<file path="config.mk">
export PLATFORM = sky130hd
export DESIGN_NAME = line_burst_ctrl
export DESIGN_NICKNAME = d
export VERILOG_FILES = /design/src/rtl/line_burst_ctrl.sv
export SDC_FILE = /design/constraint.sdc
export NUM_CORES = 1
export LEC_CHECK = 0
export CAP_MARGIN = 20
export CORE_MARGIN = 2
export CORE_UTILIZATION = 49
export CTS_CLUSTER_SIZE = 40
export DETAILED_ROUTE_END_ITERATION = 7
export GPL_TIMING_DRIVEN = 1
export MAX_ROUTING_LAYER = met4
export PLACE_DENSITY_LB_ADDON = 0.15
export SLEW_MARGIN = 20
export SYNTH_ARGS = -nofsm -noshare
export SYNTH_HDL_FRONTEND = slang
export SYNTH_SLANG_ARGS = --single-unit
</file>
<file path="constraint.sdc">
create_clock -name clk -period 3.7 [get_ports clk]
set_input_delay 0.74 -clock clk [delete_from_list [all_inputs] [get_ports clk]]
set_output_delay 0.74 -clock clk [all_outputs]
set_load 0.03 [all_outputs]
</file>
<file path="src/rtl/line_burst_ctrl.sv">
// Cache-line burst controller: splits one line fill/writeback into 16-bit bus beats.
// Define LINE_BURST_CWF_EN to start read bursts at the requested word (critical word first).
module line_burst_ctrl #(
  parameter int data_words = 8,
  parameter int log_word   = 3,
  parameter int line_size  = 128
) (
  input  logic                 clk,
  input  logic                 reset_n,
  input  logic                 pmem_read,
  input  logic                 pmem_write,
  input  logic [15:0]          pmem_address,
  input  logic [line_size-1:0] pmem_wdata,
  output logic [line_size-1:0] pmem_rdata,
  output logic                 pmem_resp,
  output logic [15:0]          bus_addr,
  output logic                 bus_read,
  output logic                 bus_write,
  output logic [15:0]          bus_wdata,
  input  logic [15:0]          bus_rdata,
  input  logic                 bus_ready,
  output logic [1:0]           dbg_state
);

  // Handshake: a beat is transferred on a rising edge where (bus_read|bus_write) && bus_ready.
  typedef enum logic [1:0] {IDLE, RD_BEAT, WR_BEAT, RESP} state_t;

  localparam logic [log_word:0] last_cnt = (log_word + 1)'(data_words - 1);

  state_t                state_q, state_d;
  logic [log_word-1:0]   beat_q, beat_d;
  logic [log_word:0]     cnt_q, cnt_d;
  logic [11:0]           base_q, base_d;
  logic [line_size-1:0]  wline_q, wline_d;
  logic [line_size-1:0]  rline_q, rline_d;
  logic [log_word-1:0]   start_word;
  logic [15:0]           beat_off;
  logic                  unused_addr_bits;

  assign unused_addr_bits = ^pmem_address[3:0];

`ifdef LINE_BURST_CWF_EN
  assign start_word = pmem_address[log_word:1];
`else
  assign start_word = '0;
`endif

  always_comb begin
    beat_off = '0;
    beat_off[log_word:1] = beat_q;
  end

  always_comb begin
    state_d   = state_q;
    beat_d    = beat_q;
    cnt_d     = cnt_q;
    base_d    = base_q;
    wline_d   = wline_q;
    rline_d   = rline_q;
    bus_addr  = '0;
    bus_read  = 1'b0;
    bus_write = 1'b0;
    bus_wdata = '0;
    pmem_resp = 1'b0;
    case (state_q)
      IDLE: begin
        if (pmem_write) begin
          base_d  = pmem_address[15:4];
          wline_d = pmem_wdata;
          beat_d  = '0;
          cnt_d   = '0;
          state_d = WR_BEAT;
        end else if (pmem_read) begin
          base_d  = pmem_address[15:4];
          beat_d  = start_word;
          cnt_d   = '0;
          state_d = RD_BEAT;
        end
      end
      RD_BEAT: begin
        bus_read = 1'b1;
        bus_addr = {base_q, 4'h0} + beat_off;
        if (bus_ready) begin
          rline_d[int'(beat_q)*16 +: 16] = bus_rdata;
          beat_d = beat_q + 1'b1;
          cnt_d  = cnt_q + 1'b1;
          if (cnt_q == last_cnt) state_d = RESP;
        end
      end
      WR_BEAT: begin
        bus_write = 1'b1;
        bus_addr  = {base_q, 4'h0} + beat_off;
        bus_wdata = wline_q[int'(beat_q)*16 +: 16];
        if (bus_ready) begin
          beat_d = beat_q + 1'b1;
          cnt_d  = cnt_q + 1'b1;
          if (cnt_q == last_cnt) state_d = RESP;
        end
      end
      RESP: begin
        pmem_resp = 1'b1;
        state_d   = IDLE;
      end
      default: state_d = IDLE;
    endcase
  end

  always_ff @(posedge clk or negedge reset_n) begin
    if (!reset_n) begin
      state_q <= IDLE;
      beat_q  <= '0;
      cnt_q   <= '0;
      base_q  <= '0;
      wline_q <= '0;
      rline_q <= '0;
    end else begin
      state_q <= state_d;
      beat_q  <= beat_d;
      cnt_q   <= cnt_d;
      base_q  <= base_d;
      wline_q <= wline_d;
      rline_q <= rline_d;
    end
  end

  assign pmem_rdata = rline_q;
  assign dbg_state  = state_q;

endmodule

</file>
**Yosys cells after proc, flatten, opt, wreduce, memory -nomap -nowiden**

Cells that the tools add are included.

- $add $sub $neg: 4
- Equality and inequality tests: 7
- Shift operators: 3
- Muxes and demuxes: 21
- Reduce and logical (&&, ||, !) cells: 9

Operator list:

| operator | count |
|---|---|
| $bwmux 128 | 1 |
| $shift 16x33->128 const A | 1 |
| $shiftx 128x8->16 | 1 |
| $shiftx 16x33->128 | 1 |
| $neg 7->33 | 1 |
| $mux 16 | 2 |
| $mux 12 | 2 |
| $add 16x4->16 | 1 |
| $mux 4 | 3 |
| $mux 3 | 3 |
| $mux 2 | 4 |
| $pmux 4 s2 | 1 |
| $pmux 2 s3 | 1 |
| $pmux 3 s2 | 1 |
| $reduce_and 2->1 | 3 |
| $reduce_and 3->1 | 2 |
| $add 4x1->4 const B | 1 |
| $eq 2x2->1 const B | 2 |
| $eq 4x3->1 const B | 1 |
| $ne 2x1->1 const B | 2 |
| $reduce_bool 2->1 | 2 |
| $add 3x1->3 const B | 1 |
| $mux 1 | 3 |
| $ne 3x3->1 const B | 1 |
| 3 further kinds | 3 |

- Register bits: 277
- Input bits: 165
- Output and inout port bits: 165
- Logic and storage cells: 50

**Logic depth before layout (Yosys ltp)**

- Depth after elaboration: 4
- Depth in mapped cells: 10
- Gate-level depth less buffers: 6

**Worst setup path before layout**

Ideal clock, no wire load.

- Kind: register to register
- From: register beat_q[1]
- To: register rline_q[87] (netlist: pmem_rdata[87])
- Library setup time: 0.125 ns
- Arrival: 2.761 ns
- Data required time: 3.575 ns
- Slack: 0.814 ns
- Stages on the path, launching flop included: 10
- Path buffers: 4
- Period minus slack after synthesis: 2.886 ns
- Cells stage by stage: dfrtp_1 -> buf_2 -> buf_2 -> inv_1 -> ha_1 -> ha_1 -> buf_2 -> nor4_2 -> buf_6 -> mux2_2

- Cells in the longest elaborated chain, start to end: 3
- Elaborated cells on any way between the ends: 4
- Those cells by class: add/sub: 1; shift: 2; mux: 1

RTL lines:

| what | RTL line | source |
|---|---|---|
| start, declared | 31 | `logic [log_word-1:0] beat_q, beat_d;` |
| start signal, assigned | 118 | `beat_q <= beat_d;` |
| $neg 7->33 * | 84 | `rline_d[int'(beat_q)*16 +: 16] = bus_rdata;` |
| $shiftx 16x33->128 or $shift 16x33->128 (tied branches) | 84 |  |
| $bwmux 128 * | 84 |  |
| end signal, assigned | 122 | `rline_q <= rline_d;` |
| end, declared | 35 | `logic [line_size-1:0] rline_q, rline_d;` |

Mark *: on every way between the ends. The rest lies on a longest branch, timed or not.
A chain may end at the register's enable or synchronous reset.

**Worst setup path in the final report**

- From: register beat_q[2]
- To: output bus_wdata[0]

- Cells in the longest elaborated chain, start to end: 2

RTL lines:

| what | RTL line | source |
|---|---|---|
| $shiftx 128x8->16 | 93 | `bus_wdata = wline_q[int'(beat_q)*16 +: 16];` |
| $mux 16 | 65 | `case (state_q)` |
| end, declared | 19 | `output logic [15:0] bus_wdata,` |

Every way passes these cells.

==> summary.md <==
| Metric | Value |
|---|---|
| Placer congestion estimate | `0.787` |
| CTS tree | `built` |
| GRT Total Usage | `24.6%` |
| Grt ovf | `0` |
| First-pass DRT Iterations | `4` |
| Critical path type | `flip-flop to primary output` |
| Fin nets | `1,328` |
| Site Rows | `57` |
| CP arrival | `2.77 ns` |
| R2R Setup Slk | `0.64 ns` |
| Critical Path, Cell by Cell | `mux4_2, nand2_1, a21boi_0, clkdlybuf4s50_1` |
| Post-synth top flop | `dfrtp_1` |
| Die Height | `162 µm` |
| Final setup TNS | `0 ns` |
| Initial core utilization | `50.1%` |
| Data required time of the worst path | `2.96 ns` |
| Worst hold path class | `input pin to asynchronous set/reset pin` |
| Crit end category | `primary output` |
| Ys async rst share | `100%` |
| Initial antenna violation count | `2` |
| LEAKAGE | `7.43 nW` |
| Residual DRC | `0` |
| Area of the mapped netlist | `12,200 µm²` |
| CP startpoint | `beat_q[2]` |
| Clock buffer depth | `3` |
| Cell count after synthesis | `823` |
| Yosys top cell by area | `dfrtp_1` |
| CTS buffer count | `30` |
| Pre-CTS WS | `0.493 ns` |
| Worst reg2reg path depth | `7` |
| First-pass GRT wire length | `48,500 µm` |
| Number of buffers inserted by hold repair at cts | `0` |
| Worst r2r src | `beat_q[0]` |
| Worst vdd ir | `0.499 mV` |
| Hpwl dp | `22,500 µm` |
| Area contributors post-synth | `dfrtp_1, mux2_2, mux4_2` |
| Largest net degree at the start of global routing | `99` |
| Maximum clock frequency | `0.285 GHz` |
| DR vias | `8,018` |
| Root Buffer | `clkbuf_16` |
| PD cells | `834 nW/µm²` |
| Vias in the first global route | `8,484` |
| Fillcell total | `1,751` |
| Synth top area share | `56.7%` |
| Slew Limit Fails | `0` |
| Crit path max fanout | `33` |
| WL/cell | `20.8 µm` |
| Hold_ws | `0.237 ns` |
| Critical path's slowest cell | `dfrtp_4` |
| Synth cell types | `46` |
| Die Wd | `162 µm` |
| Final Setup Violations | `0` |
| Design Power | `0.0141 W` |
| Clk_lat worst skew | `0.54 ns` |
| Final ANT Viol Nets | `0` |
| Post-synthesis register bit count | `277` |
| Port bufs | `324` |
| H-tree levels | `1` |
| Clock Skew | `0.0123 ns` |
| Crit path launch type | `flip-flop` |
| Reg-to-reg endpoint | `pmem_rdata[56]` |
| Initial drt markers | `449` |
| WL final | `31,300 µm` |
| RSZ-0062 raised after global routing | `false` |
| YS warnings | `0` |
| Core ar. | `24,400 µm²` |
| Mapped Avg Cell Area | `14.8 µm²` |
| # IOs | `330` |
| Max-Slew Margin vs Limit | `48.2%` |
| Area growth syn-to-layout | `38.2%` |
| Sequential element share of the synthesized area | `56.7%` |
| Slowest stage delay, CP | `0.77 ns` |
| Hold Vio Cnt, Final | `0` |
| Crit share post-route | `95.0%` |
| Min setup slack post-route | `0.185 ns` |
| Ratio of cells with drive above 1 in the final layout | `32.7%` |
| Min Clock Period, post-route | `3.51 ns` |
| Clock sinks | `277` |
| Max-cap violations | `0` |
| Status | `finished, final reports clean` |
| DR vias/cell | `5.35` |
| EDFF count, synth | `0` |
| Worst Max-Slew Pin Slew | `0.777 ns` |
| CTS clk-pin slew, worst paths | `0.06 ns` |
| Synth Net Count | `998` |
| Total die area | `26,200 µm²` |
[worst max-delay path by stage]
stage,slack [ns],cells past startpoint,to
after floorplan,0.81,9,pmem_rdata[87]
after global placement,0.43,4,bus_wdata[0]
after detailed placement,0.49,4,bus_wdata[0]
after CTS,0.09,5,bus_wdata[3]
after global routing,0.05,5,bus_wdata[10]
final,0.19,4,bus_wdata[0]
[sequential cells by signal (all words and copies together) (netlist names)]
signal	cells
cnt_q	4
pmem_rdata	128
dbg_state	2
wline_q	128
beat_q	3
base_q	12
[what timing repair did]
action	4_1_cts	5_1_grt
resized for setup	1	1
setup endpoints to repair	7	3
setup buffers	0	0
pin swaps	0	0
[Yosys cell counts (4+ instances only)]
cell type	instances
mux4_2	32
and4_1	4
mux2i_1	12
mux2_2	251
and3_1	13
clkbuf_1	24
a21oi_1	4
o21ai_0	6
buf_4	4
mux2_4	9
nor2_1	4
inv_1	15
dfrtp_1	277
and2_1	42
a21boi_0	16
buf_6	6
nand2_1	45
buf_2	10
ha_1	10
[layout by cell type, fill, tap and decap left out, types with 4 or more instances in the layout]
master           instances
clkinv_2                 7
nor2_1                   4
and3_1                  13
buf_4                   19
clkbuf_8                 8
mux4_2                  32
and2_1                  42
and4_1                   4
nand2_1                 44
mux2_2                 251
a21boi_0                16
dfrtp_1                275
ha_1                     9
a21oi_1                  4
inv_1                   15
mux2i_1                 12
clkdlybuf4s50_1        321
mux2_4                   9
buf_12                   5
clkbuf_16               31
o21ai_0                  6
[power breakdown]
group	leakage [nW]	total (W)	internal, W	switching [W]
combinational	3.42	0.00612	0.00304	0.00309
clock	0.512	0.00307	0.00188	0.00119
sequential	3.50	0.00490	0.00423	0.000665
[layout make-up]
| class | count | area, µm² | area share (%) |
|---|---|---|---|
| clock buffers | 41 | 893 | 5.29 |
| repair buffers | 346 | 3470 | 20.6 |
| well taps | 324 | 405 | 2.40 |
| diodes | 2 | 5.00 | 0.0296 |
| inverters | 16 | 60.1 | 0.356 |
| flip-flops and latches | 277 | 6940 | 41.1 |
| multi-input cells | 482 | 4970 | 29.5 |
| clock inverters | 12 | 140 | 0.830 |
[metrics by stage]
stage                     util (%)  cell area [µm²]  instances
final                         69.2            16900       1500
after global routing          69.2            16900       1500
after CTS                     69.2            16900       1498
after detailed placement      65.0            15800       1445
after global placement        65.0            15800       1445
after floorplan                  -            12200        823
[cells by family (layout without fill, tap and decap cells)]
family / count (synthesis) / after routing / share of synthesized area (%)
AOI/OAI and AO/OA: 34 / 34 / 1.89
adders and majority gates: 10 / 10 / 1.02
buffers and inverters: 64 / 415 / 2.69
DFF: 277 / 277 / 56.7
muxes: 304 / 304 / 31.1
other: 1 / 3 / 0.0307
and+or+nand+nor: 133 / 133 / 6.49
[routing by layer]
metal / GRT usage [%] / up-vias / share of wire (%)
li1: - / 3615 / -
met3: 6.38 / 34 / 7.9
met4: 5.47 / 0 / 1.7
met1: 30.3 / 4089 / 40
met5: - / - / 0
met2: 41.2 / 280 / 50
[worst max-delay path: cells and delay by family (launching register included)]
family	cells	cell delay (ns)
flip-flops	1	0.77
buffers and inverters	1	0.75
AO/OA/AOI/OAI	1	0.32
multiplexers	1	0.31
AND/OR/NAND/NOR	1	0.08
Power figures use the tool's default switching activity.
